File: config.mk
export PLATFORM = sky130hd
export DESIGN_NAME = memory_match_judge
export DESIGN_NICKNAME = d
export VERILOG_FILES = /design/src/rtl/memory_match_judge.sv
export SDC_FILE = /design/constraint.sdc
export NUM_CORES = 1
export LEC_CHECK = 0
export ABC_AREA = 1
export CAP_MARGIN = 20
export CORE_AREA = 2 2 98 77
export CTS_BUF_LIST = sky130_fd_sc_hd__clkbuf_2 sky130_fd_sc_hd__clkbuf_4 sky130_fd_sc_hd__clkbuf_8
export DETAILED_ROUTE_END_ITERATION = 12
export DIE_AREA = 0 0 100 79
export GPL_TIMING_DRIVEN = 0
export HOLD_SLACK_MARGIN = 0.05
export PLACE_DENSITY_LB_ADDON = 0.25
export REMOVE_ABC_BUFFERS = 1
export SYNTH_ARGS = -nofsm -noshare
export SYNTH_HDL_FRONTEND = slang
export SYNTH_SLANG_ARGS = --single-unit
File: constraint.sdc
create_clock -name clk -period 1.6 [get_ports clk]
set_input_delay 0.32 -clock clk [delete_from_list [all_inputs] [get_ports clk]]
set_output_delay 0.32 -clock clk [all_outputs]
set_load 0.005 [all_outputs]
File: src/rtl/memory_match_judge.sv
// Turn judge for the memory game: pairs two picks, scores matches, times mismatches and requests hides.
// Optional build macro MATCH_KEEP_TURN_EN: a player who scores a match keeps the turn.
module memory_match_judge #(
    parameter int PAIRS       = 8,
    parameter int SHOW_CYCLES = 50000000
) (
    input  logic       clk,
    input  logic       rst,
    input  logic       sel_valid,
    input  logic [3:0] card_val,
    input  logic [1:0] card_x,
    input  logic [1:0] card_y,
    input  logic       timeout,
    output logic       turn,
    output logic [3:0] score_p1,
    output logic [3:0] score_p2,
    output logic       match_pulse,
    output logic       mismatch_pulse,
    output logic       hide_req,
    output logic [1:0] hide_x1,
    output logic [1:0] hide_y1,
    output logic [1:0] hide_x2,
    output logic [1:0] hide_y2,
    output logic       hide_two,
    output logic       game_over,
    output logic       busy
);

    localparam int CW = (SHOW_CYCLES < 1) ? 1 : $clog2(SHOW_CYCLES + 1);
    localparam logic [CW-1:0] CNT_LAST = CW'(SHOW_CYCLES - 1);
    localparam logic [3:0]    PAIRS_W  = 4'(PAIRS);

    typedef enum logic [2:0] {
        ST_FIRST  = 3'd0,
        ST_SECOND = 3'd1,
        ST_CMP    = 3'd2,
        ST_SHOW   = 3'd3,
        ST_HIDE   = 3'd4,
        ST_DONE   = 3'd5
    } state_t;

    function automatic logic [3:0] sat_inc(input logic [3:0] v);
        sat_inc = (v == 4'hF) ? v : v + 4'd1;
    endfunction

    state_t         state_q, state_d;
    logic [2:0]     p1_id_q, p1_id_d, p2_id_q, p2_id_d;
    logic [1:0]     p1_x_q, p1_x_d, p1_y_q, p1_y_d;
    logic [1:0]     p2_x_q, p2_x_d, p2_y_q, p2_y_d;
    logic [CW-1:0]  cnt_q, cnt_d;
    logic           turn_q, turn_d;
    logic [3:0]     score1_q, score1_d, score2_q, score2_d;
    logic [3:0]     pairs_q, pairs_d;
    logic           match_q, match_d, mismatch_q, mismatch_d;
    logic           hide_req_q, hide_req_d, hide_two_q, hide_two_d;
    logic [1:0]     hx1_q, hx1_d, hy1_q, hy1_d, hx2_q, hx2_d, hy2_q, hy2_d;
    logic           game_over_q, game_over_d;
    logic           busy_q, busy_d;
    logic [3:0]     pairs_inc_s;
    logic           same_pos_s;
    logic           unused_face_s;

    // The face-up flag carries no information for judging a pair.
    assign unused_face_s = card_val[3];
    assign pairs_inc_s   = pairs_q + 4'd1;
    assign same_pos_s    = (card_x == p1_x_q) && (card_y == p1_y_q);

    // State, pick and output registers with synchronous active-low reset.
    always_ff @(posedge clk) begin
        if (!rst) begin
            state_q     <= ST_FIRST;
            p1_id_q     <= 3'd0;
            p1_x_q      <= 2'd0;
            p1_y_q      <= 2'd0;
            p2_id_q     <= 3'd0;
            p2_x_q      <= 2'd0;
            p2_y_q      <= 2'd0;
            cnt_q       <= '0;
            turn_q      <= 1'b0;
            score1_q    <= 4'd0;
            score2_q    <= 4'd0;
            pairs_q     <= 4'd0;
            match_q     <= 1'b0;
            mismatch_q  <= 1'b0;
            hide_req_q  <= 1'b0;
            hide_two_q  <= 1'b0;
            hx1_q       <= 2'd0;
            hy1_q       <= 2'd0;
            hx2_q       <= 2'd0;
            hy2_q       <= 2'd0;
            game_over_q <= 1'b0;
            busy_q      <= 1'b0;
        end else begin
            state_q     <= state_d;
            p1_id_q     <= p1_id_d;
            p1_x_q      <= p1_x_d;
            p1_y_q      <= p1_y_d;
            p2_id_q     <= p2_id_d;
            p2_x_q      <= p2_x_d;
            p2_y_q      <= p2_y_d;
            cnt_q       <= cnt_d;
            turn_q      <= turn_d;
            score1_q    <= score1_d;
            score2_q    <= score2_d;
            pairs_q     <= pairs_d;
            match_q     <= match_d;
            mismatch_q  <= mismatch_d;
            hide_req_q  <= hide_req_d;
            hide_two_q  <= hide_two_d;
            hx1_q       <= hx1_d;
            hy1_q       <= hy1_d;
            hx2_q       <= hx2_d;
            hy2_q       <= hy2_d;
            game_over_q <= game_over_d;
            busy_q      <= busy_d;
        end
    end

    // Next-state and next-output decode for the turn sequence.
    always_comb begin
        state_d     = state_q;
        p1_id_d     = p1_id_q;
        p1_x_d      = p1_x_q;
        p1_y_d      = p1_y_q;
        p2_id_d     = p2_id_q;
        p2_x_d      = p2_x_q;
        p2_y_d      = p2_y_q;
        cnt_d       = cnt_q;
        turn_d      = turn_q;
        score1_d    = score1_q;
        score2_d    = score2_q;
        pairs_d     = pairs_q;
        match_d     = 1'b0;
        mismatch_d  = 1'b0;
        hide_req_d  = 1'b0;
        hide_two_d  = hide_two_q;
        hx1_d       = hx1_q;
        hy1_d       = hy1_q;
        hx2_d       = hx2_q;
        hy2_d       = hy2_q;
        game_over_d = game_over_q;

        case (state_q)
            ST_FIRST: begin
                if (sel_valid) begin
                    p1_id_d = card_val[2:0];
                    p1_x_d  = card_x;
                    p1_y_d  = card_y;
                    state_d = ST_SECOND;
                end else begin
                    state_d = ST_FIRST;
                end
            end
            ST_SECOND: begin
                // A re-click on the first card is not a second pick.
                if (sel_valid) begin
                    if (same_pos_s) begin
                        state_d = ST_SECOND;
                    end else begin
                        p2_id_d = card_val[2:0];
                        p2_x_d  = card_x;
                        p2_y_d  = card_y;
                        state_d = ST_CMP;
                    end
                end else if (timeout) begin
                    hide_req_d = 1'b1;
                    hide_two_d = 1'b0;
                    hx1_d      = p1_x_q;
                    hy1_d      = p1_y_q;
                    turn_d     = ~turn_q;
                    state_d    = ST_FIRST;
                end else begin
                    state_d = ST_SECOND;
                end
            end
            ST_CMP: begin
                if (p1_id_q == p2_id_q) begin
                    match_d = 1'b1;
                    pairs_d = pairs_inc_s;
                    if (turn_q) begin
                        score2_d = sat_inc(score2_q);
                    end else begin
                        score1_d = sat_inc(score1_q);
                    end
                    if (pairs_inc_s == PAIRS_W) begin
                        game_over_d = 1'b1;
                        state_d     = ST_DONE;
                    end else begin
`ifdef MATCH_KEEP_TURN_EN
                        turn_d = turn_q;
`else
                        turn_d = ~turn_q;
`endif
                        state_d = ST_FIRST;
                    end
                end else begin
                    mismatch_d = 1'b1;
                    cnt_d      = '0;
                    state_d    = ST_SHOW;
                end
            end
            ST_SHOW: begin
                if (cnt_q == CNT_LAST) begin
                    state_d = ST_HIDE;
                end else begin
                    cnt_d = cnt_q + CW'(1);
                end
            end
            ST_HIDE: begin
                hide_req_d = 1'b1;
                hide_two_d = 1'b1;
                hx1_d      = p1_x_q;
                hy1_d      = p1_y_q;
                hx2_d      = p2_x_q;
                hy2_d      = p2_y_q;
                turn_d     = ~turn_q;
                state_d    = ST_FIRST;
            end
            ST_DONE: begin
                game_over_d = 1'b1;
                state_d     = ST_DONE;
            end
            default: begin
                state_d = ST_FIRST;
            end
        endcase

        busy_d = (state_d == ST_CMP) || (state_d == ST_SHOW) || (state_d == ST_HIDE);
    end

    assign turn           = turn_q;
    assign score_p1       = score1_q;
    assign score_p2       = score2_q;
    assign match_pulse    = match_q;
    assign mismatch_pulse = mismatch_q;
    assign hide_req       = hide_req_q;
    assign hide_two       = hide_two_q;
    assign hide_x1        = hx1_q;
    assign hide_y1        = hy1_q;
    assign hide_x2        = hx2_q;
    assign hide_y2        = hy2_q;
    assign game_over      = game_over_q;
    assign busy           = busy_q;

endmodule

==> impl_metrics.tcl <==
set metrics [dict create \
    boundaryPins 35 \
    r2r_end "cnt_q[14]$_SDFFE_PN0P_" \
    die_y_microns 79 \
    place.gp.congestion 0.907 \
    period_minus_slack_ns 1.68 \
    ant_nets 0 \
    worstSetupStartpointType "flop" \
    synth-edff-count 0 \
    cp-startpoint "cnt_q[0]$_SDFFE_PN0P_" \
    status "finished with violations" \
    yosys_warnings 0 \
    clock_sinks 70 \
    mostFrequentLayoutCells "114 x nor2_1, 111 x nand2_1, 50 x dfxtp_1" \
    diodes 0 \
    layout_commonest_cell "nor2_1" \
    clk_pin_slew_ns 0.08 \
    hold_viol 0 \
    cts_root_buf "clkbuf_8" \
    grtUsageTotal_pct 24.5 \
    worstHoldPathCells 3 \
    fin_util_pct 66.0 \
    path_cells "ha_4 -> nand2_4 -> nor2_4 -> nand2_4 -> buf_4 -> buf_4 -> nor2_1 -> xnor2_1 -> nor2_1 -> nand2_1 -> a21oi_1" \
    r2r_slack_ns -0.08 \
    core_area_sq_mm 0.00703 \
    htreeDepth 3 \
    violations "setup timing" \
    cts.path.max_buffers 2 \
    routedWlPerCell_microns 13.5 \
    drt_iter0_markers 219 \
    grt_overflow 0 \
    route.vias.total 3653 \
    cpMaxStageDelayCell "dfxtp_2" \
    drt-pass1-iter-count 5 \
    cts_tree "done" \
    ys_seq_area_share_pct 39.1 \
    grt_start_max_net_pins 36 \
    min_period_over_period_pct 105 \
    grt_first_pass_wirelength_microns 15200 \
    worst_r2r_path_depth 11 \
    slowest_delay_ns 0.36 \
    skew_ns 0.0131 \
    syn_inst 544 \
    holdBufCountCts 0 \
    cts_made_buffers 9 \
    fp.dieW_microns 100 \
    ys_ff_latch 70 \
    dp_hpwl_microns 5910 \
    grt_pass1_vias 3258 \
    critical_path.top_delay_family "simple AND/OR/NAND/NOR gates" \
    synthFlopType "dfxtp_1" \
    ys_async_sr_fraction_pct 0 \
    slew_headroom_pct 63.6 \
    synth_cell_type_count 30 \
    clkLatencyLatePin_ns 0.35 \
    min_path_type "in -> reg" \
    fin_setup_tns_ns -1.04 \
    end_kind "flop" \
    max_freq_ghz 0.596 \
    r2r-start "cnt_q[0]$_SDFFE_PN0P_" \
    die-area_sq_mm 0.00790 \
    remaining_drc_errors 0 \
    total_leakage_power_nw 1.89 \
    syn2layout_area_growth_pct 29.4 \
    antenna_found_initial 0 \
    hold_end "score_p1[2]$_SDFFE_PN0P_" \
    critPathBufInv 2 \
    synthesis.area_sq_mm 0.00358 \
    min-delay-start "rst" \
    port_buffers 33 \
    setup_viol 21 \
    rsz0062_at_grt "yes" \
    peakVddDrop_uv 779 \
    critPathKind "reg -> reg" \
    syn_area_per_cell_sq_um 6.59 \
    maxSlewViolCount 0 \
    rows 27 \
    via_per_inst 5.28 \
    drt-total-wl_microns 9360 \
    setup_slack_ns -0.0772 \
    drv_cap 0 \
    start_util_pct 51.0 \
    num-nets-final 617 \
    crit_fanout 3 \
    crit_arrival_ns 1.94 \
    final_layout_size_suffix_gt1_share_pct 19.5 \
    critical_path_required_ns 1.86 \
    worst_pin_slew_ns 0.546 \
    p_per_area_mw_per_mm2 870 \
]
-- worst max-delay path by stage --
| stage | endpoint | slack (ns) | depth (start not counted) |
|---|---|---|---|
| final | cnt_q[14]$_SDFFE_PN0P_ | -0.08 | 11 |
| after global routing | cnt_q[25]$_SDFFE_PN0P_ | -0.21 | 9 |
| after CTS | cnt_q[23]$_SDFFE_PN0P_ | -0.05 | 12 |
| after detailed placement | cnt_q[7]$_SDFFE_PN0P_ | -2.01 | 5 |
| after global placement | cnt_q[17]$_SDFFE_PN0P_ | -2.00 | 5 |
| after floorplan | cnt_q[19]$_SDFFE_PN0P_ | -0.08 | 10 |
-- cell families after synthesis --
group,share of synthesized area [%]
simple gates,37.3
flops,39.1
compound gates,10.1
buf+inv,7.58
xor+xnor,4.16
fa+ha+maj,1.75
-- cell type report --
type	instances	area [sq um]
fillers	597	2390
multi-input cells	412	2110
flip-flops and latches	70	1430
repair buffers	52	527
inverters	54	216
clock buffers	10	138
well taps	87	109
clock inverters	6	93.8
repair inverters	1	3.75
-- where the power goes --
| part | switching [W] | internal, W |
|---|---|---|
| Clock | 0.000723 | 0.000931 |
| Combinational | 0.000304 | 0.000224 |
| Sequential | 0.0000481 | 0.00180 |
| Total | 0.00107 | 0.00296 |
-- stage by stage --
| stage | total power [W] | cell area [sq um] | instances | hold slack, ns | setup slack (ns) |
|---|---|---|---|---|---|
| after floorplan | 0.00214 | 3510 | 533 | 0.441 | -0.0796 |
| after CTS | 0.00401 | 4480 | 686 | 0.474 | -0.0484 |
| after detailed placement | 0.00228 | 3950 | 653 | 0.464 | -2.01 |
| after global placement | 0.00227 | 3950 | 653 | 0.445 | -2.00 |
| final | 0.00403 | 4640 | 692 | 0.445 | -0.0772 |
| after global routing | 0.00421 | 4640 | 692 | 0.448 | -0.208 |
-- worst reg2reg max path, delay by kind of cell, from the launching register on --
kind	cells	cell delay [ns]
adders and majority gates	1	0.15
buffers and inverters	2	0.26
and+or+nand+nor	6	0.61
DFF	1	0.36
AOI/OAI and AO/OA	1	0.12
xor gates and xnor gates	1	0.09
-- Yosys cell counts (2+ instances only) --
cell / instances / area (sq um)
nand3_1: 42 / 210
o21ai_1: 2 / 10.0
nor2_2: 7 / 43.8
buf_1: 2 / 7.51
inv_2: 3 / 11.3
or2_2: 5 / 31.3
nand2_1: 120 / 450
o21ai_0: 28 / 140
nand2_2: 6 / 37.5
nor2_1: 127 / 477
inv_1: 50 / 188
dfxtp_1: 70 / 1400
xor2_1: 9 / 78.8
xnor2_1: 8 / 70.1
ha_1: 5 / 62.6
a21oi_1: 36 / 180
clkbuf_1: 4 / 15.0
buf_6: 3 / 33.8
nor2_4: 2 / 22.5
nand4_1: 5 / 31.3
-- state kept, by name (all words and copies together) (netlist names) --
signal,count
busy,1
cnt_q,26
game_over,1
hide_req,1
hide_two,1
hide_x1,2
hide_x2,2
hide_y1,2
hide_y2,2
match_pulse,1
mismatch_pulse,1
p1_id_q,3
p1_x_q,2
p1_y_q,2
p2_id_q,3
p2_x_q,2
p2_y_q,2
pairs_q,4
score_p1,4
score_p2,4
state_q,3
turn,1
-- layer usage --
metal / global-route usage [%] / up-vias / part of all wire, %
met2: 38.0 / 151 / 44
met1: 31.9 / 1655 / 45
met3: 8.36 / 22 / 8.8
met4: 8.22 / 0 / 1.6
met5: 0 / - / 0
li1: - / 1825 / -
-- timing repair --
action	CTS	global route
gates cloned	4	1
pin swaps	9	14
setup buffers	13	6
resized for setup	37	48
endpoints found under the setup margin	50	48
Note: power is estimated with default switching activity, not from simulation.
